### src/rtl/ram_arbiter_if.sv
// Avalon-MM style master port bundle used on each arbiter input.
// The master drives the request; the slave drives stall and read return.
interface ram_arbiter_if #(
    parameter int AW = 11,
    parameter int DW = 32
);
    logic [AW-1:0]   address;
    logic [DW/8-1:0] byteenable;
    logic            read;
    logic            write;
    logic [DW-1:0]   writedata;
    logic            waitrequest;
    logic [DW-1:0]   readdata;
    logic            readdatavalid;

    modport master (
        output address, byteenable, read, write, writedata,
        input  waitrequest, readdata, readdatavalid
    );

    modport slave (
        input  address, byteenable, read, write, writedata,
        output waitrequest, readdata, readdatavalid
    );
endinterface

### src/rtl/ram_arbiter.sv
// Two-master round-robin arbiter in front of a single-port 1-cycle-latency RAM.
// Optional RAM_ARBITER_CLEAR_ON_RESET_EN: zero the whole RAM after reset before serving masters.
module ram_arbiter #(
    parameter int DEPTH = 1536,
    parameter int AW    = 11,
    parameter int DW    = 32
) (
    input  logic            clk,
    input  logic            reset,
    ram_arbiter_if.slave    m0,
    ram_arbiter_if.slave    m1,
    output logic [AW-1:0]   ram_address,
    output logic [DW/8-1:0] ram_byteenable,
    output logic            ram_chipselect,
    output logic            ram_write,
    output logic [DW-1:0]   ram_writedata,
    output logic            ram_clken,
    input  logic [DW-1:0]   ram_readdata
);
    localparam int BW = DW / 8;
    localparam logic [AW:0] DEPTH_W = (AW + 1)'(DEPTH);

`ifdef RAM_ARBITER_CLEAR_ON_RESET_EN
    typedef enum logic [0:0] {RUN, CLEAR} state_t;
    localparam logic [AW-1:0] LAST_ADDR = AW'(DEPTH - 1);
    logic [AW-1:0] clr_cnt_reg;
`else
    typedef enum logic [0:0] {RUN} state_t;
`endif

    state_t          state_reg;
    logic            last_grant_reg;
    logic            rd_pend_reg;
    logic            rd_owner_reg;
    logic            rd_oor_reg;
    logic [AW-1:0]   addr_hold_reg;
    logic [BW-1:0]   be_hold_reg;
    logic [DW-1:0]   wd_hold_reg;

    logic            req0, req1, run;
    logic            grant0, grant1, g_any, g_sel;
    logic [AW-1:0]   g_addr;
    logic [BW-1:0]   g_be;
    logic [DW-1:0]   g_wd;
    logic            g_write, g_read, in_range, clearing;

    assign req0 = m0.read | m0.write;
    assign req1 = m1.read | m1.write;
    assign run  = (state_reg == RUN) && !reset;

    // On contention the master that did not win last time is served.
    assign grant0 = run & req0 & (~req1 | last_grant_reg);
    assign grant1 = run & req1 & (~req0 | ~last_grant_reg);
    assign g_any  = grant0 | grant1;
    assign g_sel  = grant1;

    assign g_addr   = g_sel ? m1.address    : m0.address;
    assign g_be     = g_sel ? m1.byteenable : m0.byteenable;
    assign g_wd     = g_sel ? m1.writedata  : m0.writedata;
    assign g_write  = g_sel ? m1.write      : m0.write;
    assign g_read   = g_sel ? (m1.read & ~m1.write) : (m0.read & ~m0.write);
    assign in_range = {1'b0, g_addr} < DEPTH_W;

`ifdef RAM_ARBITER_CLEAR_ON_RESET_EN
    assign clearing = (state_reg == CLEAR) && !reset;
`else
    assign clearing = 1'b0;
`endif

    assign ram_clken = 1'b1;

    always_comb begin
        ram_address    = addr_hold_reg;
        ram_byteenable = be_hold_reg;
        ram_writedata  = wd_hold_reg;
        ram_chipselect = 1'b0;
        ram_write      = 1'b0;
        if (clearing) begin
`ifdef RAM_ARBITER_CLEAR_ON_RESET_EN
            ram_address    = clr_cnt_reg;
`endif
            ram_byteenable = '1;
            ram_writedata  = '0;
            ram_chipselect = 1'b1;
            ram_write      = 1'b1;
        end else if (g_any) begin
            ram_address    = g_addr;
            ram_byteenable = g_be;
            ram_writedata  = g_wd;
            ram_chipselect = 1'b1;
            ram_write      = g_write & in_range;
        end
    end

    assign m0.waitrequest = ~grant0;
    assign m1.waitrequest = ~grant1;

    // Read return is gated by reset so a read in flight when reset rises is dropped.
    assign m0.readdatavalid = rd_pend_reg & ~rd_owner_reg & ~reset;
    assign m1.readdatavalid = rd_pend_reg &  rd_owner_reg & ~reset;
    assign m0.readdata = (m0.readdatavalid & ~rd_oor_reg) ? ram_readdata : '0;
    assign m1.readdata = (m1.readdatavalid & ~rd_oor_reg) ? ram_readdata : '0;

    always_ff @(posedge clk) begin
        if (reset) begin
`ifdef RAM_ARBITER_CLEAR_ON_RESET_EN
            state_reg   <= CLEAR;
            clr_cnt_reg <= '0;
`else
            state_reg   <= RUN;
`endif
            last_grant_reg <= 1'b1;
            rd_pend_reg    <= 1'b0;
            rd_owner_reg   <= 1'b0;
            rd_oor_reg     <= 1'b0;
            addr_hold_reg  <= '0;
            be_hold_reg    <= '0;
            wd_hold_reg    <= '0;
        end else begin
            rd_pend_reg <= g_any & g_read;
            if (g_any & g_read) begin
                rd_owner_reg <= g_sel;
                rd_oor_reg   <= ~in_range;
            end
            if (g_any) begin
                last_grant_reg <= g_sel;
                addr_hold_reg  <= g_addr;
                be_hold_reg    <= g_be;
                wd_hold_reg    <= g_wd;
            end
`ifdef RAM_ARBITER_CLEAR_ON_RESET_EN
            if (state_reg == CLEAR) begin
                clr_cnt_reg <= clr_cnt_reg + 1'b1;
                if (clr_cnt_reg == LAST_ADDR) begin
                    state_reg <= RUN;
                end
            end
`endif
        end
    end
endmodule

### src/flat_wrapper.sv
// flat-port wrapper written by rule: the top's interface ports become plain ports
module ram_arbiter_flat 
#(
    parameter int DEPTH = 1536,
    parameter int AW    = 11,
    parameter int DW    = 32
)
  (clk, reset, ram_address, ram_byteenable, ram_chipselect, ram_write, ram_writedata, ram_clken, ram_readdata, m0_address, m0_byteenable, m0_read, m0_write, m0_writedata, m0_waitrequest, m0_readdata, m0_readdatavalid, m1_address, m1_byteenable, m1_read, m1_write, m1_writedata, m1_waitrequest, m1_readdata, m1_readdatavalid);
  ram_arbiter_if #(.AW(AW), .DW(DW)) m0_i ();
  ram_arbiter_if #(.AW(AW), .DW(DW)) m1_i ();
  input  logic clk;
  input  logic reset;
  output logic [AW-1:0] ram_address;
  output logic [DW/8-1:0] ram_byteenable;
  output logic ram_chipselect;
  output logic ram_write;
  output logic [DW-1:0] ram_writedata;
  output logic ram_clken;
  input  logic [DW-1:0] ram_readdata;
  input wire logic [$bits(m0_i.address)-1:0] m0_address;
  input wire logic [$bits(m0_i.byteenable)-1:0] m0_byteenable;
  input wire logic [$bits(m0_i.read)-1:0] m0_read;
  input wire logic [$bits(m0_i.write)-1:0] m0_write;
  input wire logic [$bits(m0_i.writedata)-1:0] m0_writedata;
  output wire logic [$bits(m0_i.waitrequest)-1:0] m0_waitrequest;
  output wire logic [$bits(m0_i.readdata)-1:0] m0_readdata;
  output wire logic [$bits(m0_i.readdatavalid)-1:0] m0_readdatavalid;
  input wire logic [$bits(m1_i.address)-1:0] m1_address;
  input wire logic [$bits(m1_i.byteenable)-1:0] m1_byteenable;
  input wire logic [$bits(m1_i.read)-1:0] m1_read;
  input wire logic [$bits(m1_i.write)-1:0] m1_write;
  input wire logic [$bits(m1_i.writedata)-1:0] m1_writedata;
  output wire logic [$bits(m1_i.waitrequest)-1:0] m1_waitrequest;
  output wire logic [$bits(m1_i.readdata)-1:0] m1_readdata;
  output wire logic [$bits(m1_i.readdatavalid)-1:0] m1_readdatavalid;
  assign m0_i.address = m0_address;
  assign m0_i.byteenable = m0_byteenable;
  assign m0_i.read = m0_read;
  assign m0_i.write = m0_write;
  assign m0_i.writedata = m0_writedata;
  assign m0_waitrequest = m0_i.waitrequest;
  assign m0_readdata = m0_i.readdata;
  assign m0_readdatavalid = m0_i.readdatavalid;
  assign m1_i.address = m1_address;
  assign m1_i.byteenable = m1_byteenable;
  assign m1_i.read = m1_read;
  assign m1_i.write = m1_write;
  assign m1_i.writedata = m1_writedata;
  assign m1_waitrequest = m1_i.waitrequest;
  assign m1_readdata = m1_i.readdata;
  assign m1_readdatavalid = m1_i.readdatavalid;
  ram_arbiter #(.DEPTH(DEPTH), .AW(AW), .DW(DW)) u_core (.clk(clk), .reset(reset), .m0(m0_i), .m1(m1_i), .ram_address(ram_address), .ram_byteenable(ram_byteenable), .ram_chipselect(ram_chipselect), .ram_write(ram_write), .ram_writedata(ram_writedata), .ram_clken(ram_clken), .ram_readdata(ram_readdata));
endmodule
### config.mk
export PLATFORM = sky130hd
export DESIGN_NAME = ram_arbiter_flat
export DESIGN_NICKNAME = d
export VERILOG_FILES = /design/src/rtl/ram_arbiter_if.sv /design/src/rtl/ram_arbiter.sv /design/src/flat_wrapper.sv
export SDC_FILE = /design/constraint.sdc
export NUM_CORES = 1
export LEC_CHECK = 0
export ABC_AREA = 1
export ABC_CLOCK_PERIOD_IN_PS = 1600
export BUFFER_PORTS_ARGS = -buffer_cell sky130_fd_sc_hd__clkbuf_2
export CORE_MARGIN = 5
export CORE_UTILIZATION = 40
export CTS_CLUSTER_DIAMETER = 60
export DETAILED_ROUTE_END_ITERATION = 12
export PLACE_DENSITY_LB_ADDON = 0.2
export SYNTH_ARGS = -nofsm -noshare
export SYNTH_HDL_FRONTEND = slang
export SYNTH_SLANG_ARGS = --single-unit
### constraint.sdc
create_clock -name clk -period 1.6 [get_ports clk]
set_clock_uncertainty 0.1 [all_clocks]
set_input_delay 0.32 -clock clk [delete_from_list [all_inputs] [get_ports clk]]
set_output_delay 0.32 -clock clk [all_outputs]
set_load 0.02 [all_outputs]
==> results.py, run 1 <==
metrics = {
    "clocking": {
        "clk_path_buf_depth": 2,
        "clkSinkCount": 51,
        "htree_levels": 2,
        "hold_buffers": 0,
        "root_buffer": "clkbuf_8",
        "cts_inserted_buffers": 5,
    },
    "floorplanning": {
        "initial_core_util_pct": 41.1,
        "num_rows": 32,
        "io_pins": 250,
        "fp.dieH_um": 99.4,
        "die_x_um": 99.4,
    },
    "yosys": {
        "synthAdderAreaFrac_pct": 0,
        "synthMuxAreaShare_pct": 0,
        "yosysTopAreaCell": "dfxtp_1",
        "synthCells": 535,
        "yosys_most_used_dff": "dfxtp_1",
        "synth_seq_area_share_pct": 32.0,
        "ys_top_cells_by_area": "dfxtp_1, nand2_1, nor2_1",
        "ys_async_sr_fraction_pct": 0,
        "synth_compound_area_share_pct": 12.1,
        "syn_area_mm2": 0.00319,
        "syn-mean-instance-area_um2": 5.97,
        "yosysMostFrequentCell": "nand2_1",
        "syn_nets": 667,
        "synthXorXnorAreaFrac_pct": 0,
        "synth.distinct_cells": 21,
        "synth_top_family_by_area": "simple AND/OR/NAND/NOR gates",
        "yosys_warnings": 0,
        "synth_edf_count": 0,
        "netlist.area_leader.share_pct": 32.0,
        "synth_common_cells": "nand2_1, nor2_1, inv_1, nand3_1, dfxtp_1",
        "ys_ff_latch": 51,
        "synth-simple-area-share_pct": 39.8,
    },
    "sta": {
        "worst-ep-kind": "primary output",
        "worst_endpoint": "ram_writedata[22]",
    },
    "run_status": {
        "failing_step": "global routing (5_1_grt)",
        "error": "[ERROR DPL-0038] Utilization greater than 100%, impossible to legalize",
        "outcome": "did not finish",
    },
    "placed_design": {
        "placed_area_mm2": 0.00578,
        "gp_congestion": 0.913,
        "hpwl_um": 10800,
        "dp_slack_ns": -0.298,
        "io_buffers": 248,
    },
    "global_route": {
        "grt_max_degree": 40,
    },
}
## cells by family after synthesis
| kind of cell | Yosys count |
|---|---|
| AND/OR/NAND/NOR | 313 |
| other | 1 |
| flip-flops | 51 |
| AO/OA/AOI/OAI | 53 |
| buffers and inverters | 117 |
## metrics by stage
stage,hold slack (ns),std cells
after detailed placement,0.387,943
after global placement,0.380,943
after CTS,0.215,968
after floorplan,0.371,535
## repair_timing
item                                    4_1_cts
endpoints found under the setup margin      115
endpoints found under the hold margin         0
gates resized for setup                     286
setup buffers                                13
pin swaps                                     9
gates cloned                                  5
==> inputs of run 2 (changes only) <==
- CORE_UTILIZATION: 40 -> 30
- CTS_CLUSTER_DIAMETER: 60 -> default
- PLACE_DENSITY_LB_ADDON: 0.2 -> 0.15
==> run 2 against run 1 <==
Synthesized cell count stayed put. The flow now finishes, with violations (negative setup slack). Synthesized area stayed put.
==> results.py, run 2 <==
metrics = {
    "sta": {
        "grt_setup_unrepaired": "true",
        "fmax_mhz": 507,
        "setup_viol": 113,
        "finalWorstSetupSlack_ns": -0.374,
        "drv_slew": 0,
        "finalHoldViolCount": 0,
        "finalCriticalPeriod_ns": 1.97,
        "fin_crit_sh_pct": 123,
    },
    "power": {
        "p_per_area_mw_per_mm2": 558,
        "p_leak_nw": 4.00,
        "peakVddDrop_v": 0.000405,
        "power.total_mw": 4.43,
    },
    "worst_setup_path": {
        "cp.arrival_ns": 1.55,
        "r2r_slack_ns": 0.09,
        "cp-end-kind": "output pin",
        "required_ns": 1.18,
        "crit_type": "register to output pin",
        "path_buf_inv": 4,
        "reg2reg_depth": 9,
        "critPathMaxFanout": 8,
        "timing.critical_path.from": "u_core.last_grant_reg",
        "cp_common_cell": "nand2_2",
        "max_stage_delay_ns": 0.37,
        "timing.rr.end": "u_core.rd_oor_reg",
        "crit_slowest_cell": "dfxtp_2",
        "worstReg2RegStart": "u_core.last_grant_reg",
        "timing.critical_path.from_type": "register",
        "crit_chain": "o21ai_4 -> nand2_8 -> clkinv_8 -> buf_12 -> nand2_2 -> nand2_2 -> inv_2 -> nand2_4 -> buf_8",
        "cp_top_family": "buffers and inverters",
    },
    "detailed_routing": {
        "wire_per_inst_um": 17.0,
        "detail_route.first_pass.iterations": 4,
        "viasPerCell": 4.72,
        "dr_total_vias": 4842,
        "drt_iter0_markers": 200,
        "drc": 0,
        "postRouteAntennaNets": 0,
        "wl_um": 17400,
    },
    "yosys": {
        "synthCells": 535,
        "synth_seq_area_share_pct": 32.0,
        "syn-mean-instance-area_um2": 5.97,
        "synth.distinct_cells": 21,
        "yosysTopAreaCell": "dfxtp_1",
        "ys_top_cells_by_area": "dfxtp_1, nand2_1, nor2_1",
        "syn_area_mm2": 0.00319,
        "synth_common_cells": "nand2_1, nor2_1, inv_1, nand3_1, dfxtp_1",
        "syn_nets": 667,
        "ys_ff_latch": 51,
        "netlist.area_leader.share_pct": 32.0,
        "ys_async_sr_fraction_pct": 0,
        "yosys_warnings": 0,
        "synth_edf_count": 0,
        "yosys_most_used_dff": "dfxtp_1",
        "yosysMostFrequentCell": "nand2_1",
    },
    "clocking": {
        "clk_pin_slew_ns": 0.11,
        "cts_tree": "yes",
        "hold_buffers": 0,
        "cts_inserted_buffers": 5,
        "clock_latency_ns": 0.30,
        "clkSinkCount": 51,
        "clk_path_buf_depth": 2,
        "root_buffer": "clkbuf_8",
        "htree_levels": 2,
    },
    "worst_hold_path": {
        "hold_start": "m0_address[7]",
        "hp-class": "input port to register",
        "hold_depth": 4,
        "hold_path_end": "u_core.addr_hold_reg[7]",
    },
    "global_route": {
        "grt_max_degree": 34,
        "grt_pass1_wl_um": 25400,
        "gr-total-overflow": 0,
        "antenna_found_initial": 0,
        "grt_pass1_vias": 4969,
        "grtUsageTotal_pct": 24.1,
    },
    "placed_design": {
        "gp_congestion": 0.861,
        "hpwl_um": 10200,
        "io_buffers": 248,
    },
    "layout": {
        "layout_commonest_cell": "clkbuf_2",
        "largest_reg_flops": 32,
        "drive_gt1_share_pct": 75.3,
        "syn_to_final_growth_pct": 149,
        "nets": 1021,
        "antenna_cells": 0,
        "fin_util_pct": 76.6,
        "most-common-layout-cells": "clkbuf_2, buf_4, buf_8, nand2_2, nand2_1",
    },
    "floorplanning": {
        "io_pins": 250,
        "die_x_um": 113,
        "coreArea_mm2": 0.0104,
        "num_rows": 37,
        "initial_core_util_pct": 30.8,
        "fp.dieH_um": 113,
        "dieArea_mm2": 0.0128,
    },
    "run_status": {
        "outcome": "finished, violations left",
        "violations": "negative setup slack",
    },
    "flow_run": {
        "cap_violations": 0,
    },
}
-- run 2: worst max path at each step --
stage	end	slack (ns)	cells past startpoint
after CTS	ram_write	-0.37	7
after floorplan	m1_readdata[10]	-0.02	5
after detailed placement	ram_writedata[28]	-0.31	10
final	ram_writedata[29]	-0.37	9
after global routing	ram_writedata[28]	-0.45	9
after global placement	ram_address[0]	-0.27	10
-- run 2: area by class of cell --
| cell class | count | area, µm² |
|---|---|---|
| clock buffers | 6 | 82.6 |
| multi-input cells | 367 | 2690 |
| inverters | 85 | 339 |
| fillers | 688 | 2430 |
| repair buffers | 379 | 3620 |
| flip-flops and latches | 51 | 1020 |
| clock inverters | 2 | 13.8 |
| well taps | 136 | 170 |
-- run 2: kinds of logic (layout without fill, tap and decap cells) --
family | Yosys count | after routing | share of synthesized area, %
DFF | 51 | 51 | 32.0
AOI/OAI and AO/OA | 53 | 53 | 12.1
buffers and inverters | 117 | 472 | 16.0
other | 1 | 1 | 0.117
and+or+nand+nor | 313 | 313 | 39.8
-- run 2: tightest hold or removal path: cells and delay by family --
kind / cells / cell delay (ns)
buffers and inverters: 2 / 0.20
AO/OA/AOI/OAI: 1 / 0.04
AND/OR/NAND/NOR: 1 / 0.08
-- run 2: power breakdown --
part | leakage, nW | switching, mW | internal (mW)
logic | 3.52 | 1.14 | 1.06
clock network | 0.0516 | 0.472 | 0.356
registers | 0.423 | 0.0352 | 1.37
-- run 2: per-stage QoR --
step	area (µm²)	setup TNS [ns]	instances	hold slack, ns	worst slack, ns
floorplan	3870	-0.570	535	0.371	-0.0181
global placement	5890	-18.61	986	0.380	-0.274
detailed placement	5890	-20.89	986	0.384	-0.311
CTS	7340	-33.84	1012	0.239	-0.369
global route	7940	-42.59	1026	0.255	-0.453
finish	7940	-34.49	1026	0.248	-0.374
-- run 2: layer usage --
metal	global-route usage [%]	share of wire, %	routed length [µm]	vias up
li1	-	-	-	2328
met1	26.5	36	6220	2249
met2	43.8	53	9310	219
met3	5.35	6.3	1090	46
met4	11.2	4.5	783	0
met5	0	0	0	-
-- run 2: what timing repair did --
item | 4_1_cts | 5_1_grt
gates resized for setup | 283 | 221
setup buffers | 11 | 16
cloned | 8 | 3
pin swaps | 7 | 15
setup endpoints to repair | 116 | 117
Power figures use the tool's default switching activity.
==> inputs of run 3 (changes only) <==
- ABC_AREA: 1 -> default
==> run 3 against run 2 <==
The run still ends with negative setup slack left. Combinational power down 11%. Clock power shrank 8.8%. Wire length down 20%. Largest power group unchanged. Design area is 7.5% lower. Sequential power barely moved. Non-clock buffer count down 50. Synthesized area increased by 1.3%.
==> results.py, run 3 <==
metrics = {
    "global_route": {
        "grt_pass1_vias": 4026,
        "grt_max_degree": 32,
        "gr-total-overflow": 0,
        "antenna_found_initial": 0,
        "grtUsageTotal_pct": 18.9,
        "grt_pass1_wl_um": 20000,
    },
    "placed_design": {
        "hpwl_um": 8770,
        "gp_congestion": 0.785,
        "io_buffers": 248,
    },
    "power": {
        "power.total_mw": 4.10,
        "p_leak_nw": 3.45,
        "p_per_area_mw_per_mm2": 558,
        "peakVddDrop_v": 0.000390,
    },
    "yosys": {
        "ys_ff_latch": 51,
        "yosys_most_used_dff": "dfxtp_1",
        "synth_edf_count": 0,
        "netlist.area_leader.share_pct": 31.6,
        "syn_nets": 529,
        "synth_seq_area_share_pct": 31.6,
        "yosysTopAreaCell": "dfxtp_1",
        "ys_async_sr_fraction_pct": 0,
        "syn-mean-instance-area_um2": 8.15,
        "synth_common_cells": "and2_1, inv_1, dfxtp_1, o21ai_0, o221ai_2",
        "synth.distinct_cells": 30,
        "syn_area_mm2": 0.00323,
        "yosysMostFrequentCell": "and2_1",
        "ys_top_cells_by_area": "dfxtp_1, and2_1, o221ai_2",
        "synthCells": 397,
        "yosys_warnings": 0,
    },
    "layout": {
        "largest_reg_flops": 32,
        "multi_input_area_mm2": 0.00270,
        "num-fill-cells": 801,
        "layout_commonest_cell": "clkbuf_2",
        "fin_util_pct": 68.7,
        "nets": 837,
        "drive_gt1_share_pct": 68.7,
        "regArea_mm2": 0.00102,
        "most-common-layout-cells": "clkbuf_2, and2_4, inv_1, buf_4, dfxtp_1",
        "syn_to_final_growth_pct": 127,
        "antenna_cells": 0,
    },
    "worst_setup_path": {
        "crit_type": "register to output pin",
        "required_ns": 1.18,
        "worstReg2RegStart": "u_core.last_grant_reg",
        "timing.rr.end": "u_core.wd_hold_reg[30]",
        "r2r_slack_ns": -0.05,
        "reg2reg_depth": 7,
        "critPathMaxFanout": 8,
        "timing.critical_path.from_type": "register",
        "cp-end-kind": "output pin",
        "timing.critical_path.from": "u_core.last_grant_reg",
        "cp.arrival_ns": 1.73,
    },
    "worst_hold_path": {
        "hold_path_end": "u_core.rd_owner_reg",
        "hp-class": "input port to register",
        "hold_depth": 3,
        "hold_start": "m1_write",
    },
    "detailed_routing": {
        "postRouteAntennaNets": 0,
        "wl_um": 13900,
        "detail_route.first_pass.iterations": 4,
        "drt_iter0_markers": 137,
        "drc": 0,
        "dr_total_vias": 3950,
        "wire_per_inst_um": 16.5,
        "viasPerCell": 4.67,
    },
    "clocking": {
        "cts_inserted_buffers": 5,
        "root_buffer": "clkbuf_8",
        "clock_latency_ns": 0.30,
        "cts_tree": "yes",
        "htree_levels": 2,
        "clk_pin_slew_ns": 0.10,
        "hold_buffers": 0,
        "clkSinkCount": 51,
        "clk_path_buf_depth": 2,
    },
    "floorplanning": {
        "num_rows": 38,
        "die_x_um": 114,
        "dieArea_mm2": 0.0130,
        "io_pins": 250,
        "fp.dieH_um": 114,
        "initial_core_util_pct": 30.2,
        "coreArea_mm2": 0.0107,
    },
    "sta": {
        "finalWorstSetupSlack_ns": -0.547,
        "fmax_mhz": 466,
        "holdWs_ns": 0.259,
        "finalCriticalPeriod_ns": 2.15,
        "finalHoldViolCount": 0,
        "max-slew-margin-rel_pct": 64.7,
        "worst_pin_slew_ns": 0.528,
        "fin_crit_sh_pct": 134,
        "drv_slew": 0,
        "grt_setup_unrepaired": "true",
        "setup_viol": 123,
    },
    "run_status": {
        "outcome": "finished, violations left",
        "violations": "negative setup slack",
    },
    "flow_run": {
        "cap_violations": 0,
    },
}
run 3: through the flow:
| step | worst slack, ns | std cells | setup TNS, ns | cell area, µm² |
|---|---|---|---|---|
| floorplan | -0.166 | 397 | -5.22 | 3920 |
| global placement | -0.581 | 801 | -65.34 | 5570 |
| detailed placement | -0.602 | 801 | -67.26 | 5570 |
| CTS | -0.560 | 839 | -50.79 | 6960 |
| global route | -0.648 | 846 | -57.16 | 7350 |
| finish | -0.547 | 846 | -46.60 | 7350 |
run 3: cell families (layout without fill, tap and decap cells):
| group | after synthesis | after routing | share of synthesized area, % |
|---|---|---|---|
| buf+inv | 96 | 402 | 12.7 |
| compound gates | 102 | 102 | 26.3 |
| flops | 51 | 51 | 31.6 |
| mux | 17 | 17 | 5.30 |
| other cells | 1 | 1 | 0.116 |
| simple gates | 130 | 133 | 24.0 |
run 3: worst max-delay path, stage by stage, from the launching register on:
cell      delay [ns]
dfxtp_2         0.34
o21a_1          0.17
nor3_4          0.06
inv_4           0.15
buf_12          0.18
mux2i_4         0.30
a21oi_4         0.07
clkbuf_2        0.16
run 3: final cells by class:
| class | count | share of cell area (%) |
|---|---|---|
| Inverter | 65 | 3.41 |
| Clock inverter | 3 | 0.255 |
| Multi-Input combinational cell | 253 | 36.8 |
| Clock buffer | 5 | 0.937 |
| Tap cell | 140 | 2.38 |
| Timing Repair Buffer | 329 | 42.3 |
| Sequential cell | 51 | 13.9 |
run 3: how the worst max path moves through the flow:
stage / endpoint / slack [ns] / cells after the start
floorplan: ram_address[10] / -0.17 / 6
global placement: ram_writedata[3] / -0.58 / 8
detailed placement: ram_chipselect / -0.60 / 6
CTS: ram_writedata[31] / -0.56 / 7
global route: ram_writedata[31] / -0.65 / 7
finish: ram_writedata[13] / -0.55 / 7
run 3: timing repair:
action | in CTS | in global routing
resized for setup | 211 | 183
pin swaps | 35 | 43
buffers inserted | 22 | 5
endpoints found under the setup margin | 130 | 151
gates cloned | 8 | 5
run 3: routing by layer:
metal | vias up | GRT usage [%] | part of all wire [%]
li1 | 1947 | - | -
met1 | 1841 | 23.9 | 39
met2 | 138 | 33.4 | 53
met3 | 24 | 3.77 | 5.8
met4 | 0 | 3.96 | 2.3
met5 | - | 0 | 0
run 3: power breakdown:
group / switching, mW / internal (mW) / total, mW / leakage (nW)
clock network: 0.446 / 0.309 / 0.755 / 0.0483
logic: 0.933 / 1.02 / 1.95 / 2.98
registers: 0.0269 / 1.37 / 1.39 / 0.422
total: 1.41 / 2.69 / 4.10 / 3.45
==> inputs of run 4 (changes only) <==
- ABC_CLOCK_PERIOD_IN_PS: 1600 -> 2400
- BUFFER_PORTS_ARGS: -buffer_cell sky130_fd_sc_hd__clkbuf_2 -> -buffer_cell sky130_fd_sc_hd__buf_2
- clock period: 1.6 -> 2.4 ns (I/O delays scaled with it)
==> run 4 against run 3 <==
The flow now finishes without violations. Worst hold slack improved by 0.17 ns. Core utilization decreased by 20 points. Highest routed layer unchanged. Count of clock-buffer cells in the layout increased by 1. Sequential power decreased by 33%. Total power decreased by 44%. Largest power group is now sequential cells. Cell count decreased by 6.4%. Setup slack improved by 0.56 ns. Register-to-register slack improved by 0.73 ns. Sequential share of layout area increased by 5.6 points. Critical endpoint is now ram_address[6]. Clock power decreased by 36%.
==> results.py, run 4 (synthesis gave the netlist of run 3 again) <==
metrics = {
    "clocking": {
        "clk_path_buf_depth": 2,
        "cts_inserted_buffers": 5,
        "clk_pin_slew_ns": 0.09,
        "hold_buffers": 0,
        "htree_levels": 2,
        "clkSinkCount": 51,
        "root_buffer": "clkbuf_8",
        "cts_tree": "yes",
        "clock_latency_ns": 0.29,
    },
    "worst_setup_path": {
        "timing.critical_path.from_type": "input port",
        "cp.arrival_ns": 1.80,
        "cp-end-kind": "output pin",
        "crit_type": "input port to output pin",
        "critPathMaxFanout": 7,
        "required_ns": 1.82,
    },
    "sta": {
        "setup_viol": 0,
        "finalHoldViolCount": 0,
        "worst_pin_slew_ns": 0.510,
        "max-slew-margin-rel_pct": 66.0,
        "drv_slew": 0,
        "fin_crit_sh_pct": 99.3,
        "fmax_mhz": 419,
        "fin_setup_tns_ns": 0,
        "finalCriticalPeriod_ns": 2.38,
        "grt_setup_unrepaired": "true",
    },
    "power": {
        "peakVddDrop_v": 0.000270,
        "p_per_area_mw_per_mm2": 440,
        "p_leak_nw": 2.75,
        "power.total_mw": 2.30,
    },
    "worst_hold_path": {
        "hp-class": "input port to register",
    },
    "floorplanning": {
        "die_x_um": 114,
        "num_rows": 38,
        "fp.dieH_um": 114,
        "coreArea_mm2": 0.0107,
        "initial_core_util_pct": 30.2,
        "dieArea_mm2": 0.0130,
        "io_pins": 250,
    },
    "layout": {
        "syn_to_final_growth_pct": 61.9,
        "drive_gt1_share_pct": 53.8,
        "most-common-layout-cells": "buf_2, and2_1, inv_1, dfxtp_1, buf_4",
        "largest_reg_flops": 32,
        "layout_commonest_cell": "buf_2",
        "nets": 783,
        "antenna_cells": 0,
        "stdcell_count": 792,
    },
    "global_route": {
        "grt_pass1_vias": 3412,
        "grt_max_degree": 33,
        "antenna_found_initial": 0,
        "grt_pass1_wl_um": 16500,
        "gr-total-overflow": 0,
        "grtUsageTotal_pct": 15.4,
    },
    "detailed_routing": {
        "wire_per_inst_um": 14.1,
        "drc": 0,
        "drt_iter0_markers": 126,
        "postRouteAntennaNets": 0,
        "detail_route.first_pass.iterations": 4,
        "viasPerCell": 4.51,
        "wl_um": 11200,
        "dr_total_vias": 3570,
    },
    "placed_design": {
        "gp_congestion": 0.744,
        "io_buffers": 248,
        "dpl.cell_count": 771,
        "hpwl_um": 8390,
    },
    "run_status": {
        "outcome": "finished clean",
    },
    "flow_run": {
        "cap_violations": 0,
    },
}
[run 4: changes by cell type in the layout (fill, tap and decap cells not counted), moves of 10 or more]
| cell | before | now |
|---|---|---|
| buf_2 | 5 | 220 |
| buf_4 | 49 | 37 |
| buf_12 | 14 | 4 |
| o221ai_4 | 32 | 1 |
| a21oi_4 | 10 | 0 |
| o221ai_2 | 0 | 31 |
| and2_4 | 64 | 0 |
| and2_1 | 32 | 96 |
| buf_6 | 43 | 13 |
| clkbuf_2 | 136 | 0 |
| buf_8 | 39 | 0 |
| clkbuf_8 | 39 | 5 |
[run 4: cell type report]
| class | instances | area (µm²) |
|---|---|---|
| Inverter | 65 | 246 |
| Clock inverter | 2 | 12.5 |
| Tap cell | 140 | 175 |
| Sequential cell | 51 | 1020 |
| Timing Repair Buffer | 275 | 1630 |
| Fill cell | 1040 | 5460 |
| Multi-Input combinational cell | 253 | 2070 |
| Clock buffer | 6 | 72.6 |
[run 4: what timing repair did]
item / CTS / global route
setup endpoints to repair: 28 / 89
pin swaps: 2 / 15
buffers inserted: 3 / 5
cloned: 2 / 3
gates resized for setup: 18 / 73
[run 4: where the power goes]
group | switching [mW] | leakage, nW | internal, mW
logic | 0.487 | 2.29 | 0.406
clock network | 0.277 | 0.0412 | 0.204
registers | 0.0166 | 0.421 | 0.911
total | 0.781 | 2.75 | 1.52
[run 4: critical path, cell delays in order]
cell	delay (ns)
buf_6	0.11
o21a_4	0.22
nor3_4	0.23
inv_4	0.09
clkbuf_16	0.19
mux2i_4	0.20
a21oi_2	0.15
buf_6	0.13
[run 4: final timing paths]
check | start | to | slack, ns | depth (start not counted)
setup / recovery | m0_read | ram_address[6] | 0.02 | 8
hold / removal | m0_write | u_core.last_grant_reg | 0.42 | 3
setup reg to reg | u_core.last_grant_reg | u_core.wd_hold_reg[1] | 0.68 | 7
hold reg to reg | u_core.wd_hold_reg[16] | u_core.wd_hold_reg[16] | 0.44 | 2
[run 4: stage by stage]
step / utilization (%) / hold slack, ns / cell area (µm²) / worst slack (ns)
after global routing: 48.9 / 0.436 / 5240 / -0.0460
after detailed placement: 43.7 / 0.429 / 4680 / -0.102
after CTS: 45.5 / 0.433 / 4860 / -0.00285
after floorplan: - / 0.409 / 3230 / 0.166
after global placement: 43.7 / 0.423 / 4680 / -0.0681
final: 48.9 / 0.424 / 5240 / 0.0160
[run 4: metal layers]
metal  routed length, µm  global-route usage [%]  share of wire, %
met3                 750                    3.55               6.7
met4                  23                    2.22              0.21
met5                   0                       0                 0
met1                4620                    20.1                41
met2                5790                    26.5                52
